### src/rtl/bist_pkg.sv
// Shared LBIST definitions: ORA state encoding, default MISR polynomials
// and the saturating increment also used by the controller error counter.
package bist_pkg;

    typedef enum logic [1:0] {
        IDLE   = 2'd0,
        ACCUM  = 2'd1,
        REPORT = 2'd2
    } ora_state_t;

    localparam logic [7:0]  POLY_8  = 8'h1D;
    localparam logic [15:0] POLY_16 = 16'h002D;

    // Default feedback taps for a given MISR width (8-bit taps otherwise).
    function automatic logic [31:0] default_poly(input int width);
        if (width == 16) begin
            return {16'h0000, POLY_16};
        end
        return {24'h000000, POLY_8};
    endfunction

    // Increment that sticks at max_val instead of wrapping.
    function automatic logic [31:0] sat_inc(input logic [31:0] val,
                                            input logic [31:0] max_val);
        return (val >= max_val) ? max_val : val + 32'd1;
    endfunction

endpackage

### src/rtl/misr_step.sv
// One MISR step: shift left, fold the outgoing MSB back through the
// polynomial taps and XOR in the new response word. Pure combinational.
module misr_step #(
    parameter int                DATA_W = 8,
    parameter logic [DATA_W-1:0] POLY   = 8'h1D
) (
    input  logic [DATA_W-1:0] cur,
    input  logic [DATA_W-1:0] data,
    output logic [DATA_W-1:0] nxt
);

    // Galois-style feedback: the x^DATA_W term is implicit in the shift-out.
    assign nxt = {cur[DATA_W-2:0], 1'b0}
               ^ (cur[DATA_W-1] ? POLY : {DATA_W{1'b0}})
               ^ data;

endmodule

### src/rtl/ora_misr.sv
// Output response analyser: compacts a fixed window of CUT response words
// into a MISR signature, compares it with the golden value and reports the
// outcome for one cycle. clr (controller TPG_RESET) aborts the window.
module ora_misr
    import bist_pkg::*;
#(
    parameter int                DATA_W = 8,
    parameter logic [DATA_W-1:0] POLY   = DATA_W'(default_poly(DATA_W)),
    parameter logic [DATA_W-1:0] SEED   = '0,
    parameter int                WINDOW = 16,
    parameter int                CNT_W  = 8
) (
    input  logic              clk,
    input  logic              rst_n,
    input  logic              clr,
    input  logic              cut_valid,
    output logic              cut_ready,
    input  logic [DATA_W-1:0] cut_data,
    input  logic [DATA_W-1:0] golden,
    output logic              ora_res,
    output logic              win_done,
    output logic [DATA_W-1:0] sig_out,
    output logic [CNT_W-1:0]  win_cnt
);

    localparam int                BEAT_W    = $clog2(WINDOW + 1);
    localparam logic [BEAT_W-1:0] LAST_BEAT = BEAT_W'(WINDOW - 1);
    localparam logic [31:0]       CNT_MAX   = 32'({CNT_W{1'b1}});

    ora_state_t        state;
    logic [DATA_W-1:0] misr;
    logic [DATA_W-1:0] misr_nxt;
    logic [BEAT_W-1:0] beat;
    logic              accept;

    // cut_ready is high exactly while the FSM sits in ACCUM.
    assign accept = cut_valid & cut_ready;

    misr_step #(
        .DATA_W (DATA_W),
        .POLY   (POLY)
    ) u_step (
        .cur  (misr),
        .data (cut_data),
        .nxt  (misr_nxt)
    );

    // Window FSM, MISR, beat counter and registered report outputs.
    always_ff @(posedge clk or negedge rst_n) begin
        if (!rst_n) begin
            state     <= IDLE;
            misr      <= SEED;
            beat      <= '0;
            ora_res   <= 1'b0;
            win_done  <= 1'b0;
            sig_out   <= '0;
            win_cnt   <= '0;
            cut_ready <= 1'b0;
        end else if (clr) begin
            // Abort: any beat offered this cycle is dropped, sig_out survives.
            state     <= IDLE;
            misr      <= SEED;
            beat      <= '0;
            ora_res   <= 1'b0;
            win_done  <= 1'b0;
            win_cnt   <= '0;
            cut_ready <= 1'b0;
        end else begin
            ora_res  <= 1'b0;
            win_done <= 1'b0;
            case (state)
                IDLE: begin
                    state     <= ACCUM;
                    cut_ready <= 1'b1;
                end
                ACCUM: begin
                    if (accept) begin
                        misr <= misr_nxt;
                        beat <= beat + BEAT_W'(1);
                        if (beat == LAST_BEAT) begin
                            // Last beat: publish the stepped signature and verdict.
                            state     <= REPORT;
                            cut_ready <= 1'b0;
                            sig_out   <= misr_nxt;
                            win_done  <= 1'b1;
                            ora_res   <= (misr_nxt != golden);
                            win_cnt   <= CNT_W'(sat_inc(32'(win_cnt), CNT_MAX));
                        end
                    end
                end
                REPORT: begin
                    // Single report cycle; restart the next window from SEED.
                    misr      <= SEED;
                    beat      <= '0;
                    state     <= ACCUM;
                    cut_ready <= 1'b1;
                end
                default: begin
                    state     <= IDLE;
                    cut_ready <= 1'b0;
                end
            endcase
        end
    end

endmodule

### config.mk
export PLATFORM = sky130hd
export DESIGN_NAME = ora_misr
export DESIGN_NICKNAME = d
export VERILOG_FILES = /design/src/rtl/bist_pkg.sv /design/src/rtl/misr_step.sv /design/src/rtl/ora_misr.sv
export SDC_FILE = /design/constraint.sdc
export NUM_CORES = 1
export LEC_CHECK = 0
export ABC_CLOCK_PERIOD_IN_PS = 4710
export BUFFER_PORTS_ARGS = -buffer_cell sky130_fd_sc_hd__buf_2
export CAP_MARGIN = 20
export CORE_MARGIN = 4
export CORE_UTILIZATION = 57
export DETAILED_ROUTE_END_ITERATION = 10
export HOLD_SLACK_MARGIN = 0.03
export MAX_ROUTING_LAYER = met4
export PLACE_DENSITY = 0.83
export SLEW_MARGIN = 25
export SYNTH_ARGS = -nofsm -noshare
export SYNTH_HDL_FRONTEND = slang
export SYNTH_SLANG_ARGS = --single-unit
### constraint.sdc
create_clock -name clk -period 4.71 [get_ports clk]
set_input_delay 0.2355 -clock clk [delete_from_list [all_inputs] [get_ports clk]]
set_output_delay 0.2355 -clock clk [all_outputs]
set_load 0.01 [all_outputs]
==> impl_metrics.toml, run 1 <==
[power]
p_sw_share_pct = 26.34
pwr_density_cell_nw_per_um2 = 257.1
p_leak_nw = 0.9998
switch_pwr_mw = 0.1347
seq_power_share_pct = 57.8
power.internal_mw = 0.3765
power_frac_comb_pct = 13.1
clkPwrFrac_pct = 29.1
vdd_ir_drop_max_v = 0.0001815

[synthesis]
syn-cell-area_um2 = 1755
synth-main-ff-cell = "dfrtp_1"
ys_seq_area_share_pct = 47.04
synth-async-reset-ratio_pct = 100.0
syn-instance-count = 171
synth.yosys.warnings = 0
syn-num-nets = 194
post_synth_edffs = 0
synth.distinct_cells = 42
yosysTopAreaCellShare_pct = 47.04
synth_area_leaders = "dfrtp_1 (47%), xnor2_1 (7.5%), nand2_1 (5.1%)"
post-synth-top-area-cell = "dfrtp_1"
synth.ff_latch_count = 33
syn_area_per_cell_um2 = 10.27

[final_layout]
mostFrequentLayoutCell = "buf_2"
num-nets-final = 233
layout_common_cells = "buf_2 (38), dfrtp_1 (33), nand2_1 (24), o21ai_0 (16), xnor2_1 (15)"
n_fill_cell = 218
antenna-diode-count = 0
fraction_of_layout_instances_using_a_drive_strength_above_1_pct = 25.59
layout.cell_area.non_filler_um2 = 1988
syn_to_final_growth_pct = 13.26
ff_latch_area_um2 = 825.8
multi_input_comb_area_um2 = 855.8

[sta]
max-slew-margin-rel_pct = 51.38
unrepaired_setup_endpoints_after_global_routing = "no"
fmax_ghz = 0.4874
final-setup-viol-count = 0
report.final.slew_viol_count = 0
post_layout_minimum_cycle_time_ps = 2052
hold_viol_final = 0
timing.clock.skew_ps = 5.091
fin_setup_tns_ps = 0
worst_pin_slew_ps = 729.3
min_period_over_period_pct = 43.56

[route]
detail_route.wirelength_um = 3824
detail_route.vias_per_cell = 5.897
drt-pass1-iter-count = 4
first_iter_violations = 92
route.vias.total = 1427
drt_drc_violations_left = 0
antenna_left = 0
detail_route.wl_per_cell_um = 15.80

[die]
die_outline_width_um = 63.50
initial_utilization_pct = 61.54
core-area_um2 = 2853
row_count = 19
die_area_um2 = 4032
floorplan.io_pins = 39
y_dimension_of_the_die_um = 63.50

[critical_path]
required_ps = 4910
critPathCaptureType = "flop"
worst_ep_arrival_time_ps = 2250
critPathLaunchType = "flop"
startpoint = "beat[0]$_DFFE_PN0P_"
rr_startpoint = "beat[0]$_DFFE_PN0P_"
critical_path.reg2reg.endpoint = "win_cnt[6]$_DFFE_PN0P_"
reg2regPathDepth = 7
timing.critical_path.fanout_max = 20
ff2ff_setup_slack_ps = 2660
worstSetupEndpoint = "win_cnt[6]$_DFFE_PN0P_"
critical_path_class = "reg -> reg"

[clock_tree]
cts_setup_buffers = 0
cts-root-to-sink-buffers = 2
clock_tree.root_cell = "clkbuf_4"
clock-sinks = 33
worst_skew_pair.late_latency_ps = 320
deepest_level_of_the_cts_h_tree = 2
cts_tree = "built"
cts_buffers = 5
cts.clk_slew.worst_paths_ps = 100

[global_route]
grt_first_pass_wirelength_um = 6617
global_route.overflow_total = 0
grt_pass1_vias = 1447
grt_antenna_before_repair = 0
grt_start_max_net_pins = 34
global_route.usage.total_pct = 21.38

[place]
place_hpwl_um = 2848
buffer_ports.inserted = 38
place_congestion = 1.010
placement.cell_area_um2 = 1927

[job]
cap_violations = 0

[worst_hold_path]
worstHoldPathType = "in -> reg"

[outcome]
outcome = "complete, no violations"
-- routing by layer --
| layer | track usage (%) | vias to the layer above | part of all wire (%) |
|---|---|---|---|
| met3 | 6.039 | 8 | 5.2 |
| met1 | 24.43 | 683 | 41 |
| met5 | - | - | 0 |
| met2 | 35.20 | 56 | 52 |
| li1 | - | 680 | - |
| met4 | 8.895 | 0 | 1.7 |
-- how the worst min path moves through the flow --
stage,start,end,cells after the start
after floorplan,rst_n,beat[0]$_DFFE_PN0P_,0
after global placement,rst_n,misr[3]$_DFFE_PN0P_,1
after detailed placement,rst_n,beat[2]$_DFFE_PN0P_,1
after CTS,clr,cut_ready$_DFFE_PN0P_,2
after global routing,clr,beat[0]$_DFFE_PN0P_,2
final,clr,cut_ready$_DFFE_PN0P_,2
-- metrics by stage --
stage	util (%)	power [mW]	hold slack (ps)	cells	setup slack [ps]
after global routing	69.69	0.5419	240.9	242	2436
after CTS	69.69	0.5152	234.8	242	2660
after global placement	67.54	0.3636	326.2	233	2784
after floorplan	-	0.3429	-60.09	171	3082
final	69.69	0.5112	241.6	242	2658
after detailed placement	67.54	0.3682	336.7	233	2682
-- logic make-up (layout without fill, tap and decap cells) --
family | count (synthesis) | after routing | share of synthesized area [%]
compound gates | 42 | 42 | 14.90
xor+xnor | 19 | 19 | 11.19
fa+ha+maj | 3 | 3 | 2.139
buf+inv | 11 | 51 | 4.205
flops | 33 | 33 | 47.04
simple gates | 63 | 63 | 20.53
-- worst max-delay path, stage by stage (launching register included) --
cell      delay, ps
dfrtp_1         430
ha_1            240
and3_1          190
ha_1            270
nand2_2         330
clkinv_2        190
a31oi_1         200
a311oi_1         60
-- sequential cells by signal, indices dropped and copies added (netlist names) --
register / cells
cut_ready: 1
sig_out: 8
ora_res: 1
misr: 8
win_cnt: 8
beat: 5
state: 1
win_done: 1
-- power by group through the flow --
stage / Sequential [mW] / Combinational [mW] / Clock, mW
final: 0.296 / 0.0671 / 0.149
after global routing: 0.297 / 0.0748 / 0.170
after CTS: 0.296 / 0.0678 / 0.152
after detailed placement: 0.301 / 0.0671 / 0
after global placement: 0.300 / 0.0631 / 0
after floorplan: 0.298 / 0.0448 / 0
-- what timing repair did --
action / 4_1_cts / 5_1_grt
hold endpoints to repair: 33 / 0
gates resized for setup: 0 / 0
hold buffers: 1 / 0
-- area by class of cell --
class / instances / share of cell area, %
flip-flops and latches: 33 / 41.54
inverters: 4 / 0.8181
well taps: 31 / 1.951
multi-input cells: 127 / 43.05
repair buffers: 39 / 10.07
clock buffers: 6 / 2.077
clock inverters: 2 / 0.5035
-- cell usage after synthesis (all sizes together) (2+ instances only) --
library cell and n:
nand3 3, nand4 3, a22o 3, nand3b 2, buf 5, and4 3, nor2b 2, inv 3
nor2 6, a31oi 5, xor3 2, a21o 2, nor3 6, nand2b 4, nand2 25, clkbuf 2
xnor2 15, and3 2, dfrtp 33, o21ai 16, xor2 2, o21bai 2, a21oi 9, ha 3
(Power assumes the default switching activity.)
==> inputs of run 2 (changes only) <==
Settings changed: ABC_CLOCK_PERIOD_IN_PS 4710 to 1700, CORE_UTILIZATION 57 to 48, PLACE_DENSITY 0.83 to 0.75.
Clock period 4.71 ns to 1.7 ns, I/O delays scaled along.
==> impl_metrics.toml, run 2 (synthesis gave the netlist of run 1 again) <==
[outcome]
outcome = "complete, no violations"

[route]
detail_route.vias_per_cell = 5.191
drt_drc_violations_left = 0
route.vias.total = 1386
first_iter_violations = 83
drt-pass1-iter-count = 4
antenna_left = 0
detail_route.wl_per_cell_um = 13.86
detail_route.wirelength_um = 3700

[final_layout]
mostFrequentLayoutCell = "buf_2"
num-nets-final = 243
fraction_of_layout_instances_using_a_drive_strength_above_1_pct = 30.32
n_fill_cell = 326
instances_no_fill = 267
biggestRegsByFlops = "misr: 8 flops, sig_out: 8 flops, win_cnt: 8 flops"
antenna-diode-count = 0
layout.cell_area.non_filler_um2 = 2160
syn_to_final_growth_pct = 23.02
layout_common_cells = "buf_2 (38), dfrtp_1 (33), nand2_1 (24), o21ai_0 (16), xnor2_1 (15)"

[clock_tree]
cts_buffers = 5
cts_tree = "built"
clock_tree.root_cell = "clkbuf_8"
cts.clk_slew.worst_paths_ps = 70
deepest_level_of_the_cts_h_tree = 2
worst_skew_pair.late_latency_ps = 280
clock-sinks = 33
cts-root-to-sink-buffers = 2

[sta]
final.hold.worst_slack_ps = 142.9
final.setup.worst_slack_ps = 108.3
unrepaired_setup_endpoints_after_global_routing = "no"
max-slew-margin-rel_pct = 51.89
worst_pin_slew_ps = 721.6
report.final.slew_viol_count = 0
fmax_ghz = 0.6283
final-setup-viol-count = 0
hold_viol_final = 0
fin_setup_tns_ps = 0
timing.clock.skew_ps = 6.153
post_layout_minimum_cycle_time_ps = 1592
min_period_over_period_pct = 93.63

[worst_hold_path]
worstHoldPathType = "in -> reg"
worstHoldStart = "clr"
hold-path-endpoint = "beat[2]$_DFFE_PN0P_"
timing.hold.worst_path_depth = 2

[critical_path]
required_ps = 1900
critPathCaptureType = "flop"
cp_slowest_stage_delay_ps = 430
timing.critical_path.fanout_max = 6
worst_ep_arrival_time_ps = 1800
ff2ff_setup_slack_ps = 110
worst_path_max_delay_cell = "dfrtp_1"
rr_startpoint = "win_cnt[1]$_DFFE_PN0P_"
reg2regPathDepth = 5
path_cells = "ha_1 > nand4_1 > or2_2 > and4_1 > nor3_2"
startpoint = "win_cnt[1]$_DFFE_PN0P_"
bufs_and_invs_on_worst_path = 0
path_delay_family = "simple AND/OR/NAND/NOR gates"
critPathLaunchType = "flop"
critical_path.reg2reg.endpoint = "win_cnt[4]$_DFFE_PN0P_"
critical_path_class = "reg -> reg"

[die]
y_dimension_of_the_die_um = 68.48
die_area_um2 = 4689
row_count = 21
floorplan.io_pins = 39
initial_utilization_pct = 51.00
core-area_um2 = 3442
die_outline_width_um = 68.48

[global_route]
global_route.usage.total_pct = 18.55
grt_first_pass_wirelength_um = 6216
met1_usage_pct = 24.63
grt_antenna_before_repair = 0
grt_pass1_vias = 1323
grt_start_max_net_pins = 34
top_usage_layer = "met2"
globalRouteMet3Util_pct = 4.433
global_route.overflow_total = 0
grt_use_met2_pct = 27.18

[place]
place_congestion = 0.8646
place_hpwl_um = 2743
pre_cts_slack_ps = 45.07
buffer_ports.inserted = 38
placedCellCount = 257
placement.cell_area_um2 = 2013

[power]
clkPwrFrac_pct = 38.6
pwr_density_cell_nw_per_um2 = 760.9
seq_power_share_pct = 49.6
p_sw_share_pct = 23.40
vdd_ir_drop_max_v = 0.0003910
power_frac_comb_pct = 11.8
switch_pwr_mw = 0.3846
p_leak_nw = 1.074
power.internal_mw = 1.259

[job]
cap_violations = 0
==> run 2: through the flow <==
stage	power (mW)	util [%]
4_1_cts	1.662	61.80
6_report	1.643	62.74
5_1_grt	1.726	62.74
2_1_floorplan	0.9499	-
3_5_place_dp	1.023	58.49
3_3_place_gp	1.018	58.49
==> run 2: power groups by stage <==
stage,Sequential (mW),Clock [mW],Combinational [mW]
3_3_place_gp,0.829,0,0.189
4_1_cts,0.815,0.652,0.195
6_report,0.815,0.634,0.194
3_5_place_dp,0.829,0,0.193
5_1_grt,0.817,0.689,0.219
2_1_floorplan,0.826,0,0.124
==> run 2: worst max-delay path by stage <==
| stage | cells after the start | to |
|---|---|---|
| 2_1_floorplan | 6 | win_cnt[4]$_DFFE_PN0P_ |
| 3_3_place_gp | 6 | win_cnt[4]$_DFFE_PN0P_ |
| 3_5_place_dp | 6 | win_cnt[4]$_DFFE_PN0P_ |
| 4_1_cts | 7 | win_cnt[6]$_DFFE_PN0P_ |
| 5_1_grt | 7 | win_cnt[6]$_DFFE_PN0P_ |
| 6_report | 5 | win_cnt[4]$_DFFE_PN0P_ |
==> run 2: area by class of cell <==
cell class                      instances  area [um^2]  area share, %
Sequential cell                        33        825.8          38.24
Clock inverter                          1        5.005         0.2317
Clock buffer                            7        96.34          4.461
Tap cell                               46        57.56          2.665
Multi-Input combinational cell        127        883.3          40.90
Timing Repair Buffer                   49        275.3          12.75
Inverter                                4        16.27         0.7532
==> run 2: routing by layer <==
metal / vias to the layer above / share of wire, %
met4: 0 / 0.81
met3: 4 / 5.2
met5: - / 0
met1: 638 / 46
met2: 41 / 48
li1: 703 / -
==> run 2: repair_timing <==
item                                    in CTS  in global routing
buffers inserted                             0                  1
endpoints found under the hold margin       33                  0
endpoints found under the setup margin       1                  4
hold buffers                                 1                  0
gates resized for setup                      1                  2
==> inputs of run 3 (changes only) <==
Settings changed: ABC_CLOCK_PERIOD_IN_PS 1700 to 1350.
Clock period 1.7 ns to 1.35 ns, I/O delays scaled along.
==> impl_metrics.toml, run 3 (synthesis gave the netlist of run 1 again) <==
[clock_tree]
cts_buffers = 5
cts_tree = "built"
cts.clk_slew.worst_paths_ps = 70
cts-root-to-sink-buffers = 2
worst_skew_pair.late_latency_ps = 280
deepest_level_of_the_cts_h_tree = 2
clock-sinks = 33
clock_tree.root_cell = "clkbuf_8"

[sta]
report.final.slew_viol_count = 0
unrepaired_setup_endpoints_after_global_routing = "yes"
timing.clock.skew_ps = 2.531
fin_setup_tns_ps = -2249
fmax_ghz = 0.6501
hold_viol_final = 0
max-slew-margin-rel_pct = 74.35
worst_pin_slew_ps = 384.8
min_period_over_period_pct = 113.9
final.hold.worst_slack_ps = 142.3
final.setup.worst_slack_ps = -188.3
final-setup-viol-count = 20
post_layout_minimum_cycle_time_ps = 1538

[critical_path]
critical_path_class = "reg -> reg"
reg2regPathDepth = 7
ff2ff_setup_slack_ps = -190
timing.critical_path.fanout_max = 6
required_ps = 1530
rr_startpoint = "beat[0]$_DFFE_PN0P_"
worst_ep_arrival_time_ps = 1720
critPathLaunchType = "flop"
critical_path.reg2reg.endpoint = "win_cnt[6]$_DFFE_PN0P_"
worstSetupEndpoint = "win_cnt[6]$_DFFE_PN0P_"
critPathCaptureType = "flop"
startpoint = "beat[0]$_DFFE_PN0P_"

[die]
y_dimension_of_the_die_um = 68.48
die_area_um2 = 4689
core-area_um2 = 3442
die_outline_width_um = 68.48
floorplan.io_pins = 39
row_count = 21
initial_utilization_pct = 51.00

[route]
route.vias.total = 1602
drt-pass1-iter-count = 5
detail_route.wl_per_cell_um = 15.51
first_iter_violations = 149
drt_drc_violations_left = 0
antenna_left = 0
detail_route.vias_per_cell = 5.412
detail_route.wirelength_um = 4591

[global_route]
grt_first_pass_wirelength_um = 7272
grt_antenna_before_repair = 0
grt_pass1_vias = 1620
global_route.overflow_total = 0
global_route.usage.total_pct = 21.81
grt_start_max_net_pins = 20

[final_layout]
biggestRegsByFlops = "misr: 8 flops, sig_out: 8 flops, win_cnt: 8 flops"
layout.cell_area.non_filler_um2 = 2586
mostFrequentLayoutCell = "buf_2"
antenna-diode-count = 0
fraction_of_layout_instances_using_a_drive_strength_above_1_pct = 53.20
syn_to_final_growth_pct = 47.33
num-nets-final = 272
final_core_utilization_pct = 75.14
layout_common_cells = "buf_2 (38), dfrtp_1 (31), buf_4 (28), xnor2_1 (15)"
n_fill_cell = 252

[power]
vdd_ir_drop_max_v = 0.0005664
power.internal_mw = 1.544
switch_pwr_mw = 0.5640
p_leak_nw = 1.261
clkPwrFrac_pct = 34.7
power_frac_comb_pct = 16.7
pwr_density_cell_nw_per_um2 = 815.1
p_sw_share_pct = 26.75
seq_power_share_pct = 48.6

[place]
buffer_ports.inserted = 38
place_hpwl_um = 3267
placement.cell_area_um2 = 2232
place_congestion = 0.9653

[job]
cap_violations = 0

[outcome]
failing_checks = "negative setup slack"
outcome = "finished, violations left"

[worst_hold_path]
worstHoldPathType = "in -> reg"
worstHoldStart = "golden[4]"
## run 3: changes by cell type in the layout (fill, tap and decap cells not counted), moves of 6 or more
cell	change
nand2_4	+6
o21ai_2	+10
buf_4	+18
nand2_1	-16
o21ai_0	-15
buf_6	+8
nand2_2	+9
## run 3: repair_timing
action	CTS	global route
pin swaps	15	10
gates resized for setup	28	37
hold buffers	1	0
endpoints found under the hold margin	33	0
setup endpoints to repair	26	28
setup buffers	5	3
## run 3: worst max-delay path, stage by stage (launching register included)
cell and delay, ps:
dfrtp_1 360, ha_2 190, and3_4 200, ha_4 200
nand2_8 100, clkinv_8 80, a31oi_1 70, a311oi_1 220
## run 3: power groups by stage
| stage | Clock (mW) | Sequential [mW] | Combinational [mW] |
|---|---|---|---|
| floorplan | 0 | 1.04 | 0.158 |
| global placement | 0 | 1.04 | 0.293 |
| detailed placement | 0 | 1.04 | 0.300 |
| CTS | 0.754 | 1.02 | 0.322 |
| global route | 0.801 | 1.03 | 0.382 |
| finish | 0.732 | 1.02 | 0.352 |
## run 3: cell type report
class / count / area [um^2] / area share [%]
repair buffers: 78 / 560.5 / 21.67
flip-flops and latches: 33 / 828.3 / 32.03
multi-input cells: 127 / 1026 / 39.67
inverters: 4 / 27.53 / 1.064
clock inverters: 3 / 17.52 / 0.6773
well taps: 46 / 57.56 / 2.225
clock buffers: 5 / 68.82 / 2.661
## run 3: metal layers
layer  vias to the layer above  GRT usage, %  wire length (um)
met5                         -             -                 0
met4                         0         6.948                69
met3                        10         5.747               281
met2                        61         37.19              2425
met1                       764         24.82              1814
li1                        767             -                 -
## run 3: worst min-delay path by stage
stage	cells past startpoint	to
2_1_floorplan	0	beat[0]$_DFFE_PN0P_
3_3_place_gp	1	win_done$_DFF_PN0_
3_5_place_dp	1	win_cnt[1]$_DFFE_PN0P_
4_1_cts	3	ora_res$_DFF_PN0_
5_1_grt	3	cut_ready$_DFFE_PN0P_
6_report	3	ora_res$_DFF_PN0_
## run 3: stage by stage
stage,power [mW],setup slack (ps),instances
after CTS,2.098,-156.9,294
after floorplan,1.198,-118.4,171
final,2.108,-188.3,296
after detailed placement,1.342,-198.9,280
after global routing,2.209,-254.3,296
after global placement,1.334,-113.2,280
